==> src/rtl/mc_controller.sv <==
// rtl/mc_controller.sv - multi-cycle RV32I-subset control FSM
// Optional MC_CTRL_ILLEGAL_TRAP_EN: unsupported opcodes halt instead of retiring as NOP.
module mc_controller (
  input  logic        clk,
  input  logic        rst_n,
  input  logic [31:0] instr,
  input  logic        zero,
  input  logic        mem_ready,
  output logic        mem_req,
  output logic        mem_we,
  output logic        ir_write,
  output logic        pc_write,
  output logic        pc_src,
  output logic        reg_write,
  output logic        alu_src,
  output logic        mem_to_reg,
  output logic [3:0]  alu_ctl,
  output logic [2:0]  state,
  output logic [31:0] instret,
  output logic        illegal
);

  typedef enum logic [2:0] {
    S_FETCH  = 3'b000,
    S_DECODE = 3'b001,
    S_EXEC   = 3'b010,
    S_MEM    = 3'b011,
    S_WB     = 3'b100,
    S_HALT   = 3'b101
  } state_t;

  localparam logic [3:0] ALU_ADD = 4'b0000;
  localparam logic [3:0] ALU_SUB = 4'b0001;
  localparam logic [3:0] ALU_AND = 4'b0010;
  localparam logic [3:0] ALU_OR  = 4'b0011;
  localparam logic [3:0] ALU_XOR = 4'b0100;
  localparam logic [3:0] ALU_SLL = 4'b0101;
  localparam logic [3:0] ALU_SRL = 4'b0110;

  state_t     cur, nxt;
  logic       retire;
  logic [3:0] alu_op;
  logic       unused_instr;

  wire [6:0] opcode = instr[6:0];
  wire [2:0] funct3 = instr[14:12];
  wire [6:0] funct7 = instr[31:25];

  wire is_r  = (opcode == 7'b0110011);
  wire is_i  = (opcode == 7'b0010011);
  wire is_ld = (opcode == 7'b0000011);
  wire is_st = (opcode == 7'b0100011);
  wire is_br = (opcode == 7'b1100011);

  assign unused_instr = ^{instr[24:15], instr[11:7]};
  assign state        = cur;

  // Address generation uses ADD, compare uses SUB; SUB only exists for R-type.
  always_comb begin
    alu_op = ALU_ADD;
    if (is_br) begin
      alu_op = ALU_SUB;
    end else if (is_r || is_i) begin
      case (funct3)
        3'b000:  alu_op = (is_r && funct7 == 7'b0100000) ? ALU_SUB : ALU_ADD;
        3'b111:  alu_op = ALU_AND;
        3'b110:  alu_op = ALU_OR;
        3'b100:  alu_op = ALU_XOR;
        3'b001:  alu_op = ALU_SLL;
        3'b101:  alu_op = ALU_SRL;
        default: alu_op = ALU_ADD;
      endcase
    end
  end

  always_ff @(posedge clk or negedge rst_n) begin
    if (!rst_n) begin
      cur     <= S_FETCH;
      instret <= 32'd0;
    end else begin
      cur <= nxt;
      if (retire) instret <= instret + 32'd1;
    end
  end

`ifdef MC_CTRL_ILLEGAL_TRAP_EN
  always_ff @(posedge clk or negedge rst_n) begin
    if (!rst_n) begin
      illegal <= 1'b0;
    end else if (cur == S_DECODE && !(is_r || is_i || is_ld || is_st || is_br)) begin
      illegal <= 1'b1;
    end
  end
`else
  assign illegal = 1'b0;
`endif

  always_comb begin
    nxt        = cur;
    mem_req    = 1'b0;
    mem_we     = 1'b0;
    ir_write   = 1'b0;
    pc_write   = 1'b0;
    pc_src     = 1'b0;
    reg_write  = 1'b0;
    alu_src    = 1'b0;
    mem_to_reg = 1'b0;
    alu_ctl    = ALU_ADD;
    retire     = 1'b0;
    case (cur)
      S_FETCH: begin
        mem_req = 1'b1;
        if (mem_ready) begin
          ir_write = 1'b1;
          pc_write = 1'b1;
          nxt      = S_DECODE;
        end
      end
      S_DECODE: begin
        if (is_r || is_i || is_ld || is_st || is_br) begin
          nxt = S_EXEC;
        end else begin
`ifdef MC_CTRL_ILLEGAL_TRAP_EN
          nxt = S_HALT;
`else
          nxt    = S_FETCH;
          retire = 1'b1;
`endif
        end
      end
      S_EXEC: begin
        alu_ctl = alu_op;
        alu_src = is_i || is_ld || is_st;
        if (is_br) begin
          pc_src   = 1'b1;
          pc_write = zero;
          retire   = 1'b1;
          nxt      = S_FETCH;
        end else if (is_ld || is_st) begin
          nxt = S_MEM;
        end else begin
          nxt = S_WB;
        end
      end
      S_MEM: begin
        mem_req = 1'b1;
        mem_we  = is_st;
        if (mem_ready) begin
          if (is_st) begin
            retire = 1'b1;
            nxt    = S_FETCH;
          end else begin
            nxt = S_WB;
          end
        end
      end
      S_WB: begin
        reg_write  = 1'b1;
        mem_to_reg = is_ld;
        retire     = 1'b1;
        nxt        = S_FETCH;
      end
      S_HALT:  nxt = S_HALT;
      default: nxt = S_FETCH;
    endcase
    // Strobes must drop the moment reset asserts, even mid-access.
    if (!rst_n) begin
      mem_req    = 1'b0;
      mem_we     = 1'b0;
      ir_write   = 1'b0;
      pc_write   = 1'b0;
      pc_src     = 1'b0;
      reg_write  = 1'b0;
      alu_src    = 1'b0;
      mem_to_reg = 1'b0;
      alu_ctl    = ALU_ADD;
      retire     = 1'b0;
    end
  end

endmodule
==> config.mk <==
export PLATFORM = sky130hd
export DESIGN_NAME = mc_controller
export DESIGN_NICKNAME = d
export VERILOG_FILES = /design/src/rtl/mc_controller.sv
export SDC_FILE = /design/constraint.sdc
export NUM_CORES = 1
export LEC_CHECK = 0
export BUFFER_PORTS_ARGS = -buffer_cell sky130_fd_sc_hd__buf_2
export CAP_MARGIN = 0
export CORE_MARGIN = 4
export CORE_UTILIZATION = 30
export DETAILED_ROUTE_END_ITERATION = 7
export GPL_ROUTABILITY_DRIVEN = 0
export GPL_TIMING_DRIVEN = 0
export SYNTH_ARGS = -nofsm -noshare
export SYNTH_HDL_FRONTEND = slang
export SYNTH_SLANG_ARGS = --single-unit
==> constraint.sdc <==
create_clock -name clk -period 6.31 [get_ports clk]
set_clock_uncertainty 0.15 [all_clocks]
set_input_delay 1.262 -clock clk [delete_from_list [all_inputs] [get_ports clk]]
set_output_delay 1.262 -clock clk [all_outputs]
set_load 0.01 [all_outputs]
==> impl_metrics.yaml <==
routing:
  wl_um: 5080
  drc_errors: 0
  via_per_inst: 5.16
  dr_total_vias: 1849
  drt_iter0_drc: 39
  dr.pass1.iters: 4
  ant_nets: 0
  avgRoutedWirePerCell_um: 14.2
sta:
  hold_viol_final: 0
  post-route-period-util: 0.667
  maxSlewViolCount: 0
  period_needed_ps: 4210
  fmax_mhz: 238
  maxSlewHeadroom: 0.410
  setup_viol: 0
  rsz0062_at_grt: "false"
  tns_ps: 0
  final.setup.worst_slack_ps: 2100
  worst_slew_pin_slew_ps: 885
yosys:
  yosysWarnings: 0
  async_flop_share: 1.00
  synth_area_leaders: "dfrtp_1, xnor2_1, nand4_1, xor2_1, nand3_1"
  syn_inst: 206
  ys_seq_area_frac: 0.426
  yosys.area.top_type: "dfrtp_1"
  ys_types: 43
  synth_edf_count: 0
  ys_ff_latch: 35
  netlist_area_um2: 2060
  avgSynthCellArea_um2: 9.99
  synth.top_cell.area_share: 0.426
  synth_flop_cell: "dfrtp_1"
hold_path:
  hold_path_end: "instret[31]"
  worstHoldPathType: "reg2reg"
  worstHoldStart: "instret[31]"
  hold_depth: 1
grt:
  grt_pass1_vias: 1683
  grt_use_total: 0.123
  antenna_found_initial: 0
  grt_max_degree: 42
  grt_pass1_wl_um: 8310
  gr-total-overflow: 0
power:
  p_leak_uw: 0.00130
  power.density_nw_per_um2: 223
  ir_drop_mv: 0.105
die:
  initial_core_util: 0.317
  die_w_um: 90.8
  die_area_um2: 8250
  rows: 29
  fp.dieH_um: 90.8
  core_um2: 6490
  pin_count: 84
cells_and_area:
  final_nets: 317
  final_common_cell: "buf_2"
  drive_gt1_frac: 0.342
  syn2layout_area_growth_pct: 26.6
  final_cell_mix: "buf_2, dfrtp_1, xnor2_1"
  diodes: 0
worst_setup_path:
  endpoint_kind: "output pin"
  crit_required_ps: 4900
  r2r_cells: 7
  rrSetupSlack_ps: 4100
  arrival_ps: 2800
  r2r_end: "instret[26]"
  path_class: "in2out"
  critPathLaunchType: "input port"
  worstReg2RegStart: "state[1]"
  cp_max_fo: 41
clocking:
  cts_buffers: 5
  clkLatencyLatePin_ps: 280
  clkTransAtPathRegs_ps: 70
  clockRootBuffer: "clkbuf_8"
  cts_sinks: 35
  cts_buffer_depth: 2
  cts_setup_buffers: 0
  h-tree-depth: 2
  hold_buffers: 0
  cts_tree: "built"
  cts-resized-gates: 0
place:
  hpwl_um: 3750
  place_ws_ps: 2020
  port_buffers: 66
run_status:
  outcome: "completed"
run:
  maxCapViolations: 0
-- critical path, cell delays in order --
cell and delay [ps]:
buf_2 670, nand3_1 220, or3_1 350, nor3_1 120
buf_2 160
-- synthesized netlist by cell type, types with 2 or more instances --
library cell,n
nand4_1,17
buf_2,6
or3_1,2
nand3_1,13
dfrtp_1,35
a21oi_1,5
and3_1,6
nor4_2,4
nand2b_1,2
nor3b_1,3
inv_1,3
nor4b_1,4
nand2_1,16
o21ai_0,4
nor3_1,6
buf_4,2
and4_1,5
nor2b_1,4
xor2_1,9
nor2_1,8
clkbuf_1,2
and2_1,7
xnor2_1,23
-- stage by stage --
step	cell area (µm²)	power, µW	utilization	hold WS [ps]	std cells
after floorplan	2060	325	-	354	207
after global placement	2490	375	0.383	301	350
after detailed placement	2490	377	0.383	312	350
after CTS	2610	588	0.401	324	358
after global routing	2610	611	0.401	335	358
final	2610	580	0.401	319	358
-- worst max-delay path by stage --
stage	start	end	slack, ps	cells after the start
global route	rst_n	mem_to_reg	1860	5
finish	rst_n	mem_to_reg	2100	5
global placement	rst_n	mem_to_reg	2060	5
CTS	rst_n	mem_to_reg	2020	5
floorplan	instr[2]	alu_src	2550	3
detailed placement	rst_n	mem_to_reg	2020	5
-- power by group --
| group | leakage, µW | internal, µW | switching (µW) |
|---|---|---|---|
| Combinational | 0.000761 | 43.6 | 71.4 |
| Clock | 0.0000612 | 128 | 81.5 |
| Sequential | 0.000482 | 237 | 18.4 |
| Total | 0.00130 | 409 | 171 |
-- layer usage --
metal,wire length [µm],global-route usage,vias up
met1,2410,0.159,908
met3,220,0.0300,8
met4,74,0.0440,0
li1,-,-,891
met2,2380,0.201,42
met5,0,0,-
-- area by class of cell --
| class | count | area (µm²) |
|---|---|---|
| multi-input combinational | 158 | 1110 |
| sequential | 35 | 876 |
| fill | 642 | 3890 |
| inverter | 3 | 11.3 |
| timing repair buffer | 66 | 330 |
| tap | 77 | 96.3 |
| buffer | 11 | 63.8 |
| clock buffer | 6 | 82.6 |
| clock inverter | 2 | 35.0 |
-- flip-flops by register name, summed over array words and instances (netlist names) --
register and count:
instret 32, state 3
-- cells by family (layout without fill, tap and decap cells) --
family,after synthesis,after routing,synth area share
DFF,35,35,0.426
xor gates and xnor gates,32,32,0.136
buffers and inverters,14,88,0.0365
and+or+nand+nor,104,104,0.329
other,1,2,0.00182
adders and majority gates,1,1,0.00608
muxes,1,1,0.00547
AOI/OAI and AO/OA,18,18,0.0590
Note: power is estimated with default switching activity, not from simulation.
